[src/rtl/fir_controller.sv]
// rtl/fir_controller.sv - FIR datapath control FSM: sample handshake, tap sweep, pipe drain, result flag.
module fir_controller #(
  parameter int FIR_size  = 64,
  parameter int AddrWidth = 6
) (
  input  logic                 clk,
  input  logic                 rst,
  input  logic                 input_valid,
  output logic                 input_ready,
  output logic                 shift,
  output logic                 flush,
  output logic                 freeze,
  output logic [AddrWidth-1:0] address,
  output logic                 output_valid
);

  typedef enum logic [1:0] {
    IDLE,
    CALC,
    DRAIN,
    DONE
  } state_t;

  localparam logic [AddrWidth-1:0] LastTap = AddrWidth'(FIR_size - 1);

  state_t               state_q, state_d;
  logic [AddrWidth-1:0] cnt_q, cnt_d;

  always_comb begin
    state_d = state_q;
    cnt_d   = cnt_q;
    case (state_q)
      IDLE: begin
        cnt_d = '0;
        if (input_valid) state_d = CALC;
      end
      CALC: begin
        // Stop on the last tap rather than relying on counter wrap.
        if (cnt_q == LastTap) begin
          state_d = DRAIN;
          cnt_d   = '0;
        end else begin
          cnt_d = cnt_q + 1'b1;
        end
      end
      DRAIN: state_d = DONE;
      DONE:  state_d = IDLE;
      default: begin
        state_d = IDLE;
        cnt_d   = '0;
      end
    endcase
  end

  always_ff @(posedge clk) begin
    if (rst) begin
      state_q <= IDLE;
      cnt_q   <= '0;
    end else begin
      state_q <= state_d;
      cnt_q   <= cnt_d;
    end
  end

  // Outputs are forced safe while rst is high; shift/flush follow input_valid in IDLE.
  always_comb begin
    input_ready  = 1'b0;
    shift        = 1'b0;
    flush        = 1'b0;
    freeze       = 1'b1;
    address      = '0;
    output_valid = 1'b0;
    if (!rst) begin
      case (state_q)
        IDLE: begin
          input_ready = 1'b1;
          shift       = input_valid;
          flush       = input_valid;
        end
        CALC: begin
          freeze  = 1'b0;
          address = cnt_q;
        end
        DONE:    output_valid = 1'b1;
        default: ;
      endcase
    end
  end

endmodule

[config.mk]
export PLATFORM = sky130hd
export DESIGN_NAME = fir_controller
export DESIGN_NICKNAME = d
export VERILOG_FILES = /design/src/rtl/fir_controller.sv
export SDC_FILE = /design/constraint.sdc
export NUM_CORES = 1
export LEC_CHECK = 0
export CORE_AREA = 4 4 48 50
export DETAILED_ROUTE_END_ITERATION = 16
export DIE_AREA = 0 0 52 54
export HOLD_SLACK_MARGIN = 0.08
export PLACE_DENSITY = 0.65
export SETUP_SLACK_MARGIN = 0.1
export SYNTH_ARGS = -nofsm -noshare
export SYNTH_HDL_FRONTEND = slang
export SYNTH_SLANG_ARGS = --single-unit
[constraint.sdc]
create_clock -name clk -period 2 [get_ports clk]
set_input_delay 0.4 -clock clk [delete_from_list [all_inputs] [get_ports clk]]
set_output_delay 0.4 -clock clk [all_outputs]
set_load 0.005 [all_outputs]
==> metrics.md, run 1 <==
| Metric | Value |
|---|---|
| Fin util | `around 43%` |
| Remaining Overflow, GRT | `0` |
| Clock skew | `about 0.002 ns` |
| Register area | `~170 um2` |
| Ys flop type | `dfxtp_1` |
| Worst Tran Pin Value | `between 0.3 and 0.4 ns` |
| Final wirelength | `approximately 1300 um` |
| Most numerous cell on the critical path | `inv_2` |
| Commonest cells in the netlist | `8 x dfxtp_1, 6 x and2_1, 6 x ha_1, 6 x nand2_1` |
| Wirelength per Cell | `11.4 um` |
| Root buf cell | `clkbuf_4` |
| LEAKAGE | `between 0.3 and 0.4 nW` |
| Routed length on met1 | `between 500 and 600 um` |
| WP data arrival | `~1.5 ns` |
| Antenna Violating Nets Remaining | `0` |
| Clk_lat worst skew | `between 0.2 and 0.3 ns` |
| Syn nets | `a little under 80` |
| Post-synth EDFFs | `0` |
| R2R Setup Slk | `0.44 ns` |
| Crit-path cells | `inv_2 > ha_2 > nor2b_4 > buf_6 > inv_2 > buf_4 > dlygate4sd2_1` |
| Slowest stage delay, CP | `around 0.32 ns` |
| Max-slew violations | `0` |
| Die Height | `54 um` |
| VDD IR max | `roughly 0.4 mV` |
| Net Sw Power | `around 0.28 mW` |
| Die Width | `52 um` |
| Input/output buffers | `13` |
| Synth Instances | `68` |
| Htree depth | `1` |
| Status | `finished, final reports clean` |
| Site Rows | `16` |
| DP Worst Slack | `-0.163 ns` |
| Synth area leader | `dfxtp_1` |
| Layout cells sized above 1 | `26.1%` |
| Worst Path Max Fanout | `6` |
| Mapped Avg Cell Area | `around 8.3 um2` |
| Final nets | `just under 100` |
| Setup CP Type | `reg -> out` |
| Metal3 WL | `slightly below 60 um` |
| Top layer in use | `met4` |
| Final Hold Fails | `0` |
| Setup crit start kind | `flip-flop` |
| Max Cap Violations | `0` |
| Clock power frac | `around 18%` |
| Multi-input logic area | `roughly 390 um2` |
| Total GRT Usage | `11.0%` |
| Largest net degree at the start of global routing | `14` |
| Sequential fraction of the synthesis area | `approximately 28%` |
| Finished Layout Cells | `between 100 and 150` |
| Initial antenna violation count | `0` |
| DR pass1 iterations | `2` |
| Synth area leaders | `dfxtp_1 28%, ha_1 13%, and2_1 6.6%, nor2b_1 5.5%, a221oi_2 5.3%` |
| Most numerous cell in the Yosys netlist | `dfxtp_1` |
| Fill cell count | `between 200 and 250` |
| Post-DP HPWL | `991 um` |
| RSZ-0062 raised after global routing | `true` |
| Switching Fraction | `37.8%` |
| Finish-stage setup viols | `0` |
| Reg power frac | `28.9%` |
| Minimum clock period | `around 1.9 ns` |
| Placed insts | `about 110` |
| Num Clock Sinks | `8` |
| Routed met2 length | `approximately 720 um` |
| Placed Area | `between 700 and 800 um2` |
| Yosys top cell area share | `approximately 28%` |
| Asr flop ratio synth | `0%` |
| Clock transition at path regs | `approximately 0.06 ns` |
| Multiplexer area fraction after synthesis | `approximately 3.5%` |
| P&R area growth vs syn | `43.5%` |
| Post-CTS Hold Buffers | `0` |
| Fin crit share | `93.6%` |
| Simple-Gate Fraction of Synth Area | `between 20 and 30%` |
| Postcts setup bufs | `0` |
| Boundary pin count | `14` |
| FMAX | `534 MHz` |
| Final Cell Area | `slightly above 800 um2` |
| Initial Util | `29.8%` |
| Comb pwr share | `52.8%` |
| Compound-Gate Fraction of Synth Area | `between 20 and 25%` |
| Data required, critical path | `1.60 ns` |
| GPL Wtd Cong | `0.759` |
| Rel. slew slack | `79.3%` |
| Setup ws final | `about 0.13 ns` |
| YS warnings | `0` |
| DRT iter0 DRCs | `5` |
| Post-Syn Area | `~570 um2` |
| Largest family of logic cells by synthesized area | `simple AND/OR/NAND/NOR gates` |
| Yosys reg bits | `8` |
| CP max-delay cell | `dfxtp_2` |
| Setup TNS | `0 ns` |
| Via count of the routed design | `around 530` |
| Die Area | `2810 um2` |
| P_int | `between 0.4 and 0.5 mW` |
| Synth Area in XOR/XNOR | `under 10%` |
| Vias per cell | `4.63` |
| CP Capture Type | `output pin` |
| Power density over the cells | `between 900 and 1000 nW/um2` |
| CTS Buf Count | `3` |
| Core Area | `approximately 1900 um2` |
| Max Root-Sink Buffers | `2` |
| Vias in the first global route | `~560` |
| Post-synthesis adder-cell area fraction | `between 10% and 20%` |
| Synth unique cells | `27` |
| CTS tree | `yes` |
| First-pass GRT wire length | `roughly 2300 um` |
| DRC viols | `0` |
| Antenna cells | `0` |
| Hold/Removal Path Class | `reg -> reg` |
==> routing by layer <==
metal  vias to the layer above  GRT usage, %
li1                        275             -
met1                       244          10.2
met2                         9          21.5
met3                         4          4.16
met4                         0          3.93
met5                         -             0
==> registers in the layout (all words and copies together) (netlist names) <==
| register | flops |
|---|---|
| state_q | 2 |
| cnt_q | 6 |
==> cell type report <==
cell class                      count  share of cell area [%]
Tap cell                           27                    4.15
Inverter                            6                    2.77
Sequential cell                     8                    20.3
Timing Repair Buffer               20                    22.3
Clock buffer                        3                    2.77
Multi-Input combinational cell     51                    47.7
==> what timing repair did <==
action / in CTS / in global routing
gates resized for setup: 20 / 8
cloned: 0 / 0
setup endpoints to repair: 10 / 9
==> per-stage QoR <==
step,power [mW],hold slack [ns]
after floorplan,0.437,0.468
after global placement,0.574,0.499
after detailed placement,0.584,0.515
after CTS,0.722,0.501
after global routing,0.789,0.554
final,0.736,0.510
==> placed cells by master, fill, tap and decap left out, types with 2 or more instances in the layout <==
cell | synthesis | final
clkbuf_4 | 0 | 3
dfxtp_1 | 8 | 6
inv_2 | 1 | 3
ha_1 | 6 | 5
a21oi_1 | 4 | 4
inv_1 | 5 | 3
nand3_1 | 3 | 3
o21ai_0 | 4 | 4
buf_4 | 1 | 6
mux2i_1 | 2 | 2
dlygate4sd2_1 | 0 | 6
a221oi_2 | 2 | 2
clkdlybuf4s15_1 | 0 | 5
and2_1 | 6 | 5
nor2_1 | 2 | 2
nor2b_4 | 0 | 2
nand2_1 | 6 | 6
nor2b_1 | 5 | 3
==> critical path, delay by kind of cell, from the launching register on <==
| family | cells | cell delay, ns |
|---|---|---|
| fa+ha+maj | 1 | 0.17 |
| buf+inv | 5 | 0.56 |
| flops | 1 | 0.32 |
| simple gates | 1 | 0.14 |
==> final timing paths <==
path / startpoint / cells past startpoint / endpoint
max: state_q[1] / 7 / freeze
min: state_q[0] / 2 / state_q[0]
max reg2reg: state_q[0] / 6 / cnt_q[5]
min reg2reg: state_q[0] / 2 / state_q[0]
==> cell families after synthesis <==
logic type	after synthesis
simple gates	26
fa+ha+maj	6
buf+inv	9
mux	2
xor+xnor	1
compound gates	16
flops	8
==> power groups by stage <==
stage	Clock (mW)	Sequential (mW)	Combinational, mW
after CTS	0.136	0.210	0.375
after floorplan	0	0.205	0.233
after global routing	0.141	0.216	0.432
final	0.135	0.213	0.389
after global placement	0	0.206	0.368
after detailed placement	0	0.208	0.376
(Power assumes the default switching activity.)
==> inputs of run 2 (changes only) <==
--- a/config.mk
+++ b/config.mk
@@ -9,6 +9,7 @@
 export DETAILED_ROUTE_END_ITERATION = 16
 export DIE_AREA = 0 0 52 54
 export HOLD_SLACK_MARGIN = 0.08
+export MAX_ROUTING_LAYER = met4
 export PLACE_DENSITY = 0.65
 export SETUP_SLACK_MARGIN = 0.1
 export SYNTH_ARGS = -nofsm -noshare
==> run 2 against run 1 <==
  * Setup slack better by 0.00075 ns
  * First-iteration DRC count stayed put
  * Combinational power hardly changed
  * Highest routed layer unchanged
==> metrics.md, run 2 (same netlist as run 1, synthesis figures left out) <==
| Metric | Value |
|---|---|
| Minimum clock period | `1.87 ns (-0.000748 ns)` |
| Final nets | `99 (unchanged)` |
| Die Height | `54 um (unchanged)` |
| RSZ-0062 raised after global routing | `true` |
| Setup crit start kind | `flip-flop` |
| R2R Setup Slk | `0.44 ns (about the same)` |
| Worst hold margin | `0.510 ns (unchanged)` |
| Crit-path cells | `inv_2 > ha_2 > nor2b_4 > buf_6 > inv_2 > buf_4 > dlygate4sd2_1` |
| Worst Tran Pin Value | `0.310 ns (-0.000186 ns)` |
| Setup CP Type | `reg -> out` |
| Initial antenna violation count | `0 (unchanged)` |
| Data required, critical path | `1.60 ns (about the same)` |
| LEAKAGE | `0.346 nW (unchanged)` |
| Root buf cell | `clkbuf_4` |
| First-pass GRT wire length | `2280 um (+0.26%)` |
| Multi-input logic area | `388 um2 (unchanged)` |
| Worst Path Max Fanout | `6 (unchanged)` |
| Clock transition at path regs | `0.06 ns (about the same)` |
| Final wirelength | `1310 um (unchanged)` |
| Placed insts | `112 (unchanged)` |
| FMAX | `534 MHz (about the same)` |
| Post-DP HPWL | `991 um (unchanged)` |
| Wirelength per Cell | `11.4 um (unchanged)` |
| Layout cells sized above 1 | `26.1% (unchanged)` |
| Input/output buffers | `13 (unchanged)` |
| Vias per cell | `4.63 (unchanged)` |
| Most numerous cell on the critical path | `inv_2` |
| DP Worst Slack | `-0.163 ns (unchanged)` |
| Setup TNS | `0 ns (unchanged)` |
| Largest net degree at the start of global routing | `14 (unchanged)` |
| Setup ws final | `0.128 ns (+0.000748 ns)` |
| Clk_lat worst skew | `0.26 ns (about the same)` |
| Total power | `0.736 mW (about the same)` |
| Largest regs | `cnt_q (6), state_q (2)` |
| P&R area growth vs syn | `43.5% (unchanged)` |
| Power density over the cells | `904 nW/um2 (about the same)` |
| Status | `finished, final reports clean` |
| Fin util | `42.8% (unchanged)` |
| DR pass1 iterations | `2 (unchanged)` |
| DRT iter0 DRCs | `5 (unchanged)` |
| Rel. slew slack | `79.3% (about the same)` |
| Total GRT Usage | `11.3% (+0.31 points)` |
| Slowest stage delay, CP | `0.32 ns (about the same)` |
| DRC viols | `0 (unchanged)` |
| Antenna cells | `0 (unchanged)` |
| Final Cell Area | `813 um2 (unchanged)` |
| Remaining Overflow, GRT | `0 (unchanged)` |
| Largest register FFs | `6 (unchanged)` |
| Finish-stage setup viols | `0 (unchanged)` |
| Largest Register | `cnt_q` |
| Placed Area | `767 um2 (unchanged)` |
| Max Root-Sink Buffers | `2 (unchanged)` |
| CTS tree | `yes` |
| Htree depth | `1 (unchanged)` |
| GPL Wtd Cong | `0.769 (+1.3%)` |
| CTS Buf Count | `3 (unchanged)` |
| Num Clock Sinks | `8 (unchanged)` |
| Hold/Removal Path Class | `reg -> reg` |
| Max Cap Violations | `0 (unchanged)` |
| Die Area | `2810 um2 (unchanged)` |
| Site Rows | `16 (unchanged)` |
| CP max-delay cell | `dfxtp_2` |
| Postcts setup bufs | `0 (unchanged)` |
| Initial Util | `29.8% (unchanged)` |
| Max-slew violations | `0 (unchanged)` |
| Post-CTS Hold Buffers | `0 (unchanged)` |
| Clock skew | `0.00196 ns (-0.0000127 ns)` |
| Finished Layout Cells | `115 (unchanged)` |
| Register area | `165 um2 (unchanged)` |
| CP Capture Type | `output pin` |
| Most frequent cells in the layout | `6 x nand2_1, 6 x dfxtp_1, 6 x dlygate4sd2_1, 6 x buf_4` |
| Core Area | `1900 um2 (unchanged)` |
| Post-CTS sizing | `20 (unchanged)` |
| Fill cell count | `211 (unchanged)` |
| Antenna Violating Nets Remaining | `0 (unchanged)` |
| VDD IR max | `0.397 mV (about the same)` |
| Fin crit share | `93.6% (about the same)` |
| Final Hold Fails | `0 (unchanged)` |
| Boundary pin count | `14 (unchanged)` |
| Vias in the first global route | `556 (-0.18%)` |
| Die Width | `52 um (unchanged)` |
| WP data arrival | `1.47 ns (about the same)` |
| Via count of the routed design | `532 (unchanged)` |
[run 2: cell counts in the layout (fill, tap and decap cells not counted)]
Identical to the previous run, type by type.
[run 2: worst max-delay path, delay by kind of cell (launching register included)]
family,cells,cell delay [ns]
buffers and inverters,5,0.56
flip-flops,1,0.32
adder cells (fa/ha/maj),1,0.17
AND/OR/NAND/NOR,1,0.14
[run 2: final cells by class]
| class | instances | area share (%) |
|---|---|---|
| Clock buffer | 3 | 2.77 |
| Inverter | 6 | 2.77 |
| Multi-Input combinational cell | 51 | 47.7 |
| Sequential cell | 8 | 20.3 |
| Tap cell | 27 | 4.15 |
| Timing Repair Buffer | 20 | 22.3 |
[run 2: per-layer routing]
metal	track usage, %	share of wire, %	vias up
met4	3.93	1.1	0
met2	21.5	55	9
met3	4.16	4.6	4
li1	-	-	275
met5	-	0	-
met1	10.2	39	244
[run 2: final timing paths]
check             start    endpoint  cells after the start
max          state_q[1]      freeze                      7
min          state_q[0]  state_q[0]                      2
max reg2reg  state_q[0]    cnt_q[5]                      6
min reg2reg  state_q[0]  state_q[0]                      2
[run 2: power breakdown]
group | total, mW | switching, mW | internal (mW) | leakage (nW)
combinational | 0.389 | 0.188 | 0.201 | 0.266
clock | 0.134 | 0.0648 | 0.0694 | 0.0138
sequential | 0.213 | 0.0246 | 0.188 | 0.0660
total | 0.736 | 0.278 | 0.458 | 0.346
